## config.mk

```make
export PLATFORM = sky130hd
export DESIGN_NAME = micro_sequencer
export DESIGN_NICKNAME = d
export VERILOG_FILES = /design/src/rtl/micro_sequencer.sv
export SDC_FILE = /design/constraint.sdc
export NUM_CORES = 1
export LEC_CHECK = 0
export CORE_ASPECT_RATIO = 1.1
export CORE_MARGIN = 3
export CORE_UTILIZATION = 35
export DETAILED_ROUTE_END_ITERATION = 7
export PLACE_DENSITY_LB_ADDON = 0.05
export SLEW_MARGIN = 20
export SYNTH_ARGS = -nofsm -noshare
export SYNTH_HDL_FRONTEND = slang
export SYNTH_SLANG_ARGS = --single-unit
```

## constraint.sdc

```tcl
create_clock -name clk -period 4.4 [get_ports clk]
set_input_delay 0.66 -clock clk [delete_from_list [all_inputs] [get_ports clk]]
set_output_delay 0.66 -clock clk [all_outputs]
set_load 0.02 [all_outputs]
```

## src/rtl/micro_sequencer.sv

```systemverilog
// micro_sequencer: control-ROM microprogram sequencer with call stack, branches, dispatch and host handshake
// Ports:
//   clk, rst                 clock, async active-high reset
//   start, entry_addr        host launch request and first microinstruction address
//   opcode                   DISPATCH target
//   cond                     datapath condition flags selected by csel
//   stall, abort             freeze sequencing / return to IDLE
//   rom_addr, rom_word       control ROM address (uPC) and its combinational data
//   ctrl_out                 gated datapath strobes rom_word[2:0]
//   busy, done, fault        RUN indicator, end-of-program pulse, stack fault flag
module micro_sequencer #(
  parameter int STACK_DEPTH = 4
) (
  input  logic        clk,
  input  logic        rst,
  input  logic        start,
  input  logic [7:0]  entry_addr,
  input  logic [7:0]  opcode,
  input  logic [3:0]  cond,
  input  logic        stall,
  input  logic        abort,
  output logic [7:0]  rom_addr,
  input  logic [15:0] rom_word,
  output logic [2:0]  ctrl_out,
  output logic        busy,
  output logic        done,
  output logic        fault
);
  localparam int SPW = $clog2(STACK_DEPTH + 1);
  localparam int AW  = (STACK_DEPTH > 1) ? $clog2(STACK_DEPTH) : 1;
  localparam logic [2:0] OP_NEXT = 3'd0;
  localparam logic [2:0] OP_JUMP = 3'd1;
  localparam logic [2:0] OP_BRT  = 3'd2;
  localparam logic [2:0] OP_BRF  = 3'd3;
  localparam logic [2:0] OP_CALL = 3'd4;
  localparam logic [2:0] OP_RET  = 3'd5;
  localparam logic [2:0] OP_DISP = 3'd6;
  localparam logic [2:0] OP_END  = 3'd7;
  typedef enum logic [1:0] {S_IDLE, S_RUN, S_FAULT} state_t;
  state_t           r_state;
  logic [7:0]       r_upc;
  logic [SPW-1:0]   r_sp;
  logic             r_done;
  logic [7:0]       r_stack [STACK_DEPTH];
  logic [2:0]       w_op;
  logic [7:0]       w_tgt;
  logic [7:0]       w_inc;
  logic [7:0]       w_next;
  logic             w_take;
  logic             w_exec;
  logic             w_full;
  logic             w_empty;
  logic             w_fault_now;
  logic [AW-1:0]    w_wr_idx;
  logic [AW-1:0]    w_rd_idx;
  assign w_op        = rom_word[15:13];
  assign w_tgt       = rom_word[10:3];
  assign w_take      = cond[rom_word[12:11]];
  assign w_inc       = r_upc + 8'd1;
  assign w_full      = (r_sp == SPW'(STACK_DEPTH));
  assign w_empty     = (r_sp == '0);
  assign w_wr_idx    = AW'(r_sp);
  assign w_rd_idx    = AW'(r_sp - 1'b1);
  // abort and stall both suppress execution of the word at uPC
  assign w_exec      = (r_state == S_RUN) && !stall && !abort;
  assign w_fault_now = ((w_op == OP_CALL) && w_full) || ((w_op == OP_RET) && w_empty);
  assign rom_addr    = r_upc;
  assign ctrl_out    = w_exec ? rom_word[2:0] : 3'b000;
  assign busy        = (r_state == S_RUN);
  assign fault       = (r_state == S_FAULT);
  assign done        = r_done;
  always_comb begin
    w_next = w_inc;
    case (w_op)
      OP_NEXT: w_next = w_inc;
      OP_JUMP: w_next = w_tgt;
      OP_BRT:  w_next = w_take ? w_tgt : w_inc;
      OP_BRF:  w_next = w_take ? w_inc : w_tgt;
      OP_CALL: w_next = w_tgt;
      OP_RET:  w_next = r_stack[w_rd_idx];
      OP_DISP: w_next = opcode;
      OP_END:  w_next = 8'h00;
    endcase
  end
  always_ff @(posedge clk or posedge rst) begin
    if (rst) begin
      r_state <= S_IDLE;
      r_upc   <= 8'h00;
      r_sp    <= '0;
      r_done  <= 1'b0;
    end else begin
      r_done <= 1'b0;
      if (abort) begin
        r_state <= S_IDLE;
        r_upc   <= 8'h00;
        r_sp    <= '0;
      end else if (r_state == S_IDLE && start) begin
        r_upc   <= entry_addr;
        r_state <= S_RUN;
      end else if (w_exec) begin
        if (w_fault_now) begin
          // faulting word stays at rom_addr for inspection; stack untouched
          r_state <= S_FAULT;
        end else begin
          r_upc <= w_next;
          if (w_op == OP_CALL) r_sp <= r_sp + 1'b1;
          if (w_op == OP_RET) r_sp <= r_sp - 1'b1;
          if (w_op == OP_END) begin
            r_state <= S_IDLE;
            r_done  <= 1'b1;
          end
        end
      end
    end
  end
  // stack contents are deliberately not reset; only sp is
  always_ff @(posedge clk) begin
    if (w_exec && w_op == OP_CALL && !w_full) r_stack[w_wr_idx] <= w_inc;
  end
endmodule
```

==> summary.txt, run 1 <==
Status
  • Outcome: completed

Floorplan
  • Die W: a little under 90 um
  • Row cnt: 32
  • Die height: 96.3 um
  • Die Footprint: ~0.0085 mm2
  • Initial Util: 0.366
  • # IOs: 55
  • Core ar.: 0.00709 mm2

Clocking
  • Root buf cell: clkbuf_8
  • CTS clk-pin slew, worst paths: about 0.090 ns
  • Total CTS buffers: 5
  • Post-CTS setup buffer count: 0
  • Post-CTS Hold Buffers: 0
  • Post-CTS Resized: 0
  • Bufs on Longest Clock Path: 2
  • TritonCTS clock tree: yes
  • Sink Count: 46
  • Clock Latency Late Sink: about 0.30 ns
  • CTS HTree Levels: 2

Logic synthesis
  • Synth Area in XOR/XNOR: 0.0338
  • Post-synthesis mux area share: 0.101
  • Compound-Gate Fraction of Synth Area: 0.159
  • Sequential element share of the synthesized area: 0.506
  • Main combinational cell family by area after synthesis: compound AO/OA/AOI/OAI gates
  • Gate Count Post-Synth: 227
  • Netlist Area Pre-Place: approximately 0.0026 mm2
  • YS warnings: 0
  • Yosys cell types: 47
  • Adder-cell share of the synthesized area: 0.0289
  • Post-synth EDFFs: 32
  • Async SR Flop Fraction: 0.304
  • Syn Area/Cell: 11.4 um2
  • Synth Flop Type: edfxtp_1
  • Simple-gate portion of the synthesized area: 0.132
  • Yosys reg bits: between 40 and 50
  • Net count after synthesis: about 270

Setup path
  • Critical R2R Capture: r_stack[3][7]
  • Critical Path RT: about 3.7 ns
  • RR Startpoint: r_sp[0]
  • Arr. time, crit path: 2.53 ns
  • Kind of critical path: in2out
  • Cells on worst reg2reg path: 5
  • Nature of the critical path startpoint: input pin
  • Crit-path max FO: 3
  • Crit path capture type: output port
  • R2r setup slk: between 1.5 and 2 ns

Drt
  • DRT antenna net count: 0
  • Via count: about 2000
  • Drt wl/cell: slightly below 20 um
  • Drt pass-1 iters: 4
  • Routed WL: 7.26 mm
  • DRC: 0
  • DR iter-0 viols: around 110
  • Post-DR vias/cell: 5.47

Timing
  • FMAX: 314 MHz
  • Worst Clk Skew: between 0.004 and 0.005 ns
  • RSZ-0062 raised after global routing: false
  • Final Hold Vio Count: 0
  • Slew Limit Fails: 0
  • Post-route clock period utilization: 0.725
  • Clock period minus worst slack: approximately 3.2 ns
  • Final setup fails: 0
  • Setup WS post-layout: approximately 1.2 ns
  • Worst Tran Pin Value: around 0.70 ns
  • Relative slew slack: 0.522
  • Setup Total Neg Slack: 0 ns

Global routing
  • Antenna violations before repair: 0
  • Largest net degree at the start of global routing: 17
  • Vias in the first global route: 1970
  • Grt ovf: 0
  • Total GRT Usage: 0.178
  • First-pass GRT wire length: 11.0 mm

Finish
  • Share of layout cells above drive strength 1: 0.106
  • Syn-to-layout area delta: 27.6%
  • Final #Nets: approximately 330
  • Post-route design area: about 0.0033 mm2
  • # diodes: 0

Flow run
  • MaxCap Viol Count: 0

Min path
  • Worst hold-check path type: reg2reg
  • Worst Hold End: r_sp[2]
  • Worst Hold Launch: r_sp[2]
  • Hold path depth: 2

Pwr
  • Pleak: between 1 and 1.5 nW
  • PwrDens: 286 mW/mm2
  • Worst ir drop on vdd: ~170 uV

Place
  • Gp weighted congestion: 0.814
  • Worst slack at placement: 1.17 ns
  • Placed Area: between 0.003 and 0.004 mm2
  • PortBufs: between 50 and 60
  • Detailed placer's ending HPWL: roughly 5.3 mm
-- worst max path at each step --
stage / slack, ns / endpoint / cells past startpoint / from
3_5_place_dp: 1.17 / r_stack[3][5] / 5 / rom_word[14]
3_3_place_gp: 1.20 / ctrl_out[0] / 5 / stall
4_1_cts: 1.18 / ctrl_out[0] / 5 / stall
6_report: 1.21 / ctrl_out[0] / 5 / stall
2_1_floorplan: 2.11 / rom_addr[1] / 8 / r_sp[0]
5_1_grt: 1.06 / ctrl_out[1] / 5 / stall
-- cell usage in the layout (no fill, tap or decap), drive strengths merged, types with 2 or more instances in the layout --
| cell | netlist | layout |
|---|---|---|
| buf | 7 | 5 |
| a311oi | 2 | 2 |
| nand3b | 2 | 2 |
| mux2i | 6 | 6 |
| clkinv | 1 | 2 |
| a211oi | 7 | 7 |
| nor2b | 5 | 5 |
| inv | 9 | 11 |
| a31oi | 8 | 8 |
| nor2 | 13 | 13 |
| ha | 6 | 6 |
| xnor2 | 5 | 5 |
| o211ai | 4 | 4 |
| clkbuf | 5 | 5 |
| a22o | 2 | 2 |
| nand3 | 9 | 9 |
| clkdlybuf4s50 | 0 | 54 |
| edfxtp | 32 | 32 |
| nor3 | 5 | 5 |
| a21oi | 9 | 9 |
| mux4 | 9 | 9 |
| a22oi | 3 | 3 |
| dfrtp | 14 | 14 |
| a41oi | 2 | 2 |
| or3b | 2 | 2 |
| and3 | 2 | 2 |
| nand2 | 24 | 24 |
| and2 | 6 | 6 |
| xor2 | 5 | 5 |
| o21ai | 10 | 10 |
-- critical path, cell delays in order --
cell and delay, ns:
clkdlybuf4s50_1 0.43, or3b_2 0.51, nor2_1 0.18, and2_1 0.15
clkdlybuf4s50_1 0.59
-- power by group --
group | switching [W] | leakage (nW) | total [W] | internal [W]
Sequential | 0.0000137 | 0.481 | 0.000489 | 0.000475
Combinational | 0.0000967 | 0.666 | 0.000184 | 0.0000874
Clock | 0.000160 | 0.0489 | 0.000275 | 0.000115
Total | 0.000270 | 1.20 | 0.000948 | 0.000678
-- flip-flops by register name (all words and copies together) (netlist names) --
register / cells
done: 1
r_state: 2
r_stack: 32
r_sp: 3
rom_addr: 8
-- cell usage after synthesis, drive strengths merged, types with 4 or more instances --
cell / n / share of area
a211oi: 7 / 0.022
a21oi: 9 / 0.017
a31oi: 8 / 0.025
and2: 6 / 0.014
buf: 7 / 0.017
clkbuf: 5 / 0.0072
dfrtp: 14 / 0.14
edfxtp: 32 / 0.37
ha: 6 / 0.029
inv: 9 / 0.013
mux2i: 6 / 0.023
mux4: 9 / 0.078
nand2: 24 / 0.035
nand3: 9 / 0.017
nor2: 13 / 0.019
nor2b: 5 / 0.012
nor3: 5 / 0.0096
o211ai: 4 / 0.012
o21ai: 10 / 0.019
xnor2: 5 / 0.017
xor2: 5 / 0.017
-- cell families (layout without fill, tap and decap cells) --
logic type               Yosys count  count (layout)
AND/OR/NAND/NOR                   71              71
XOR/XNOR                          10              10
buffers and inverters             22              77
AO/OA/AOI/OAI                     57              57
adder cells (fa/ha/maj)            6               6
flip-flops                        46              46
multiplexers                      15              15
-- per-stage QoR --
stage / utilization / power [W] / hold slack (ns) / instances
3_3_place_gp: 0.454 / 0.000683 / 0.586 / 359
5_1_grt: 0.467 / 0.000990 / 0.651 / 367
4_1_cts: 0.467 / 0.000954 / 0.612 / 367
3_5_place_dp: 0.454 / 0.000683 / 0.599 / 359
6_report: 0.467 / 0.000948 / 0.619 / 367
2_1_floorplan: - / 0.000597 / 0.543 / 227
-- routing by layer --
layer,global-route usage,share of wire,up-vias
met1,0.249,0.45,968
met3,0.0334,0.049,8
met5,0,0,-
met4,0.0479,0.014,0
li1,-,-,970
met2,0.282,0.49,61
-- final cells by class --
cell class                      instances  area (um2)
Timing Repair Buffer                   59         578
Clock buffer                            5        68.8
Sequential cell                        46        1310
Multi-Input combinational cell        159        1190
Fill cell                             648        3780
Clock inverter                          3        22.5
Inverter                               10        37.5
Tap cell                               85         106
No activity file was read; power rests on OpenSTA's default activity.
==> run 2, diff against run 1 <==
clock period = 2.6 ns   (was 4.4 ns; I/O delays follow)
==> summary.txt, run 2 (synthesized netlist as in run 1, its figures left out) <==
Setup path
  • Critical Path RT: 2.78 ns (-0.96 ns)
  • Crit path capture type: flip-flop
  • Arr. time, crit path: 2.38 ns (-0.15 ns)
  • Nature of the critical path startpoint: input pin
  • Crit-path max FO: 6 (+3)
  • Kind of critical path: in2reg

Global routing
  • First-pass GRT wire length: 11.3 mm (+2.5%)
  • Vias in the first global route: 2114 (+7.3%)
  • Total GRT Usage: 0.183 (+0.00530)
  • Largest net degree at the start of global routing: 17 (unchanged)
  • Antenna violations before repair: 0 (unchanged)
  • Grt ovf: 0 (unchanged)

Clocking
  • CTS clk-pin slew, worst paths: 0.09 ns (about the same)
  • Total CTS buffers: 5 (unchanged)
  • Sink Count: 46 (unchanged)
  • Root buf cell: clkbuf_8
  • Bufs on Longest Clock Path: 2 (unchanged)
  • TritonCTS clock tree: yes
  • CTS HTree Levels: 2 (unchanged)
  • Clock Latency Late Sink: 0.30 ns (about the same)

Finish
  • Final #Nets: 346 (+5.5%)
  • Largest register by flop count: r_stack
  • Commonest non-fill, non-tap cells in the layout: clkdlybuf4s50_1, edfxtp_1, nand2_1, buf_4, dfrtp_1
  • Commonest non-fill, non-tap cell in the layout: clkdlybuf4s50_1
  • Final core utilization: 0.489 (+0.0219)
  • Finished Layout Cells: 385 (+4.9%)
  • Syn-to-layout area delta: 33.6%
  • Share of layout cells above drive strength 1: 0.160 (+0.0536)
  • Max FFs per register: 32 (unchanged)
  • # diodes: 0 (unchanged)

Drt
  • DRT antenna net count: 0 (unchanged)
  • Post-DR vias/cell: 5.38 (-1.6%)
  • Via count: 2072 (+3.2%)
  • Drt wl/cell: 19.5 um (-1.5%)
  • Routed WL: 7.50 mm (+3.3%)
  • DR iter-0 viols: 103 (-2.8%)
  • Drt pass-1 iters: 4 (unchanged)
  • DRC: 0 (unchanged)

Min path
  • Worst hold-check path type: in2async

Place
  • Placed cell count: 377 (+5.0%)
  • Gp weighted congestion: 0.840 (+3.2%)
  • Worst slack at placement: 0.0285 ns (-1.14 ns)
  • PortBufs: 54 (unchanged)
  • Detailed placer's ending HPWL: 5.72 mm (+7.0%)

Timing
  • Worst Clk Skew: 0.00380 ns (-0.000424 ns)
  • Clock period minus worst slack: between 2 and 2.5 ns
  • RSZ-0062 raised after global routing: false
  • Post-route clock period utilization: 0.844
  • Final Hold Vio Count: 0 (unchanged)
  • Setup WS post-layout: 0.406 ns (-0.805 ns)
  • Hold slack: 0.461 ns (-0.159 ns)
  • Worst Tran Pin Value: 0.632 ns (-0.0669 ns)
  • Slew Limit Fails: 0 (unchanged)
  • Relative slew slack: 0.578 (+0.0562)
  • FMAX: about 460 MHz
  • Setup Total Neg Slack: 0 ns (unchanged)
  • Final setup fails: 0 (unchanged)

Flow run
  • MaxCap Viol Count: 0 (unchanged)

Status
  • Outcome: completed

Floorplan
  • Die W: 88.1 um (unchanged)
  • Initial Util: 0.366 (unchanged)
  • Die Footprint: 0.00848 mm2 (unchanged)
  • # IOs: 55 (unchanged)
  • Die height: 96.3 um (unchanged)
  • Row cnt: 32 (unchanged)
  • Core ar.: 0.00709 mm2 (unchanged)

Pwr
  • Pleak: 1.34 nW (+12%)
  • PwrDens: 467 mW/mm2 (+63%)
  • Worst ir drop on vdd: 240 uV (+41%)
[run 2: path summary, 6_finish.rpt]
kind	cells past startpoint	end	slack, ns	startpoint
worst max-delay path	6	rom_addr[1]	0.41	rom_word[11]
worst min-delay path	2	rom_addr[7]	0.46	rst
worst max register to register	6	r_stack[2][3]	0.42	r_sp[1]
worst min register to register	2	r_sp[2]	0.62	r_sp[2]
max in group asynchronous	2	rom_addr[1]	1.73	rst
min in group clk	2	r_sp[2]	0.62	r_sp[2]
[run 2: per-stage QoR]
stage	total power, W	cell area [um2]
finish	0.00162	3470
global route	0.00170	3470
CTS	0.00164	3460
detailed placement	0.00117	3370
global placement	0.00117	3370
floorplan	0.00101	2590
[run 2: what timing repair did]
| item | in CTS | in global routing |
|---|---|---|
| gates resized for setup | 0 | 3 |
| endpoints found under the setup margin | 0 | 3 |
| hold buffers | 0 | 0 |
| buffers inserted | 0 | 0 |
[run 2: metal layers]
layer / global-route usage / vias up / share of wire
met4: 0.0630 / 0 / 0.0077
met2: 0.300 / 51 / 0.49
met5: 0 / - / 0
met3: 0.0342 / 6 / 0.038
li1: - / 999 / -
met1: 0.242 / 1016 / 0.46
[run 2: final cells by class]
type | instances | area (um2)
clock inverter | 3 | 22.5
timing repair buffer | 77 | 733
tap | 85 | 106
fill | 667 | 3620
sequential | 46 | 1310
clock buffer | 5 | 68.8
inverter | 10 | 37.5
multi-input combinational | 159 | 1190
[run 2: worst max-delay path, cell delays in order]
cell	delay, ns
clkdlybuf4s50_1	0.48
mux4_2	0.56
a21o_1	0.24
and3_1	0.28
a221oi_2	0.31
a31oi_1	0.11
[run 2: report_power, final]
group / internal (W) / total [W] / switching (W) / leakage [nW]
combinational: 0.000162 / 0.000330 / 0.000169 / 0.814
sequential: 0.000804 / 0.000829 / 0.0000249 / 0.481
clock: 0.000195 / 0.000459 / 0.000264 / 0.0489
total: 0.00116 / 0.00162 / 0.000458 / 1.34
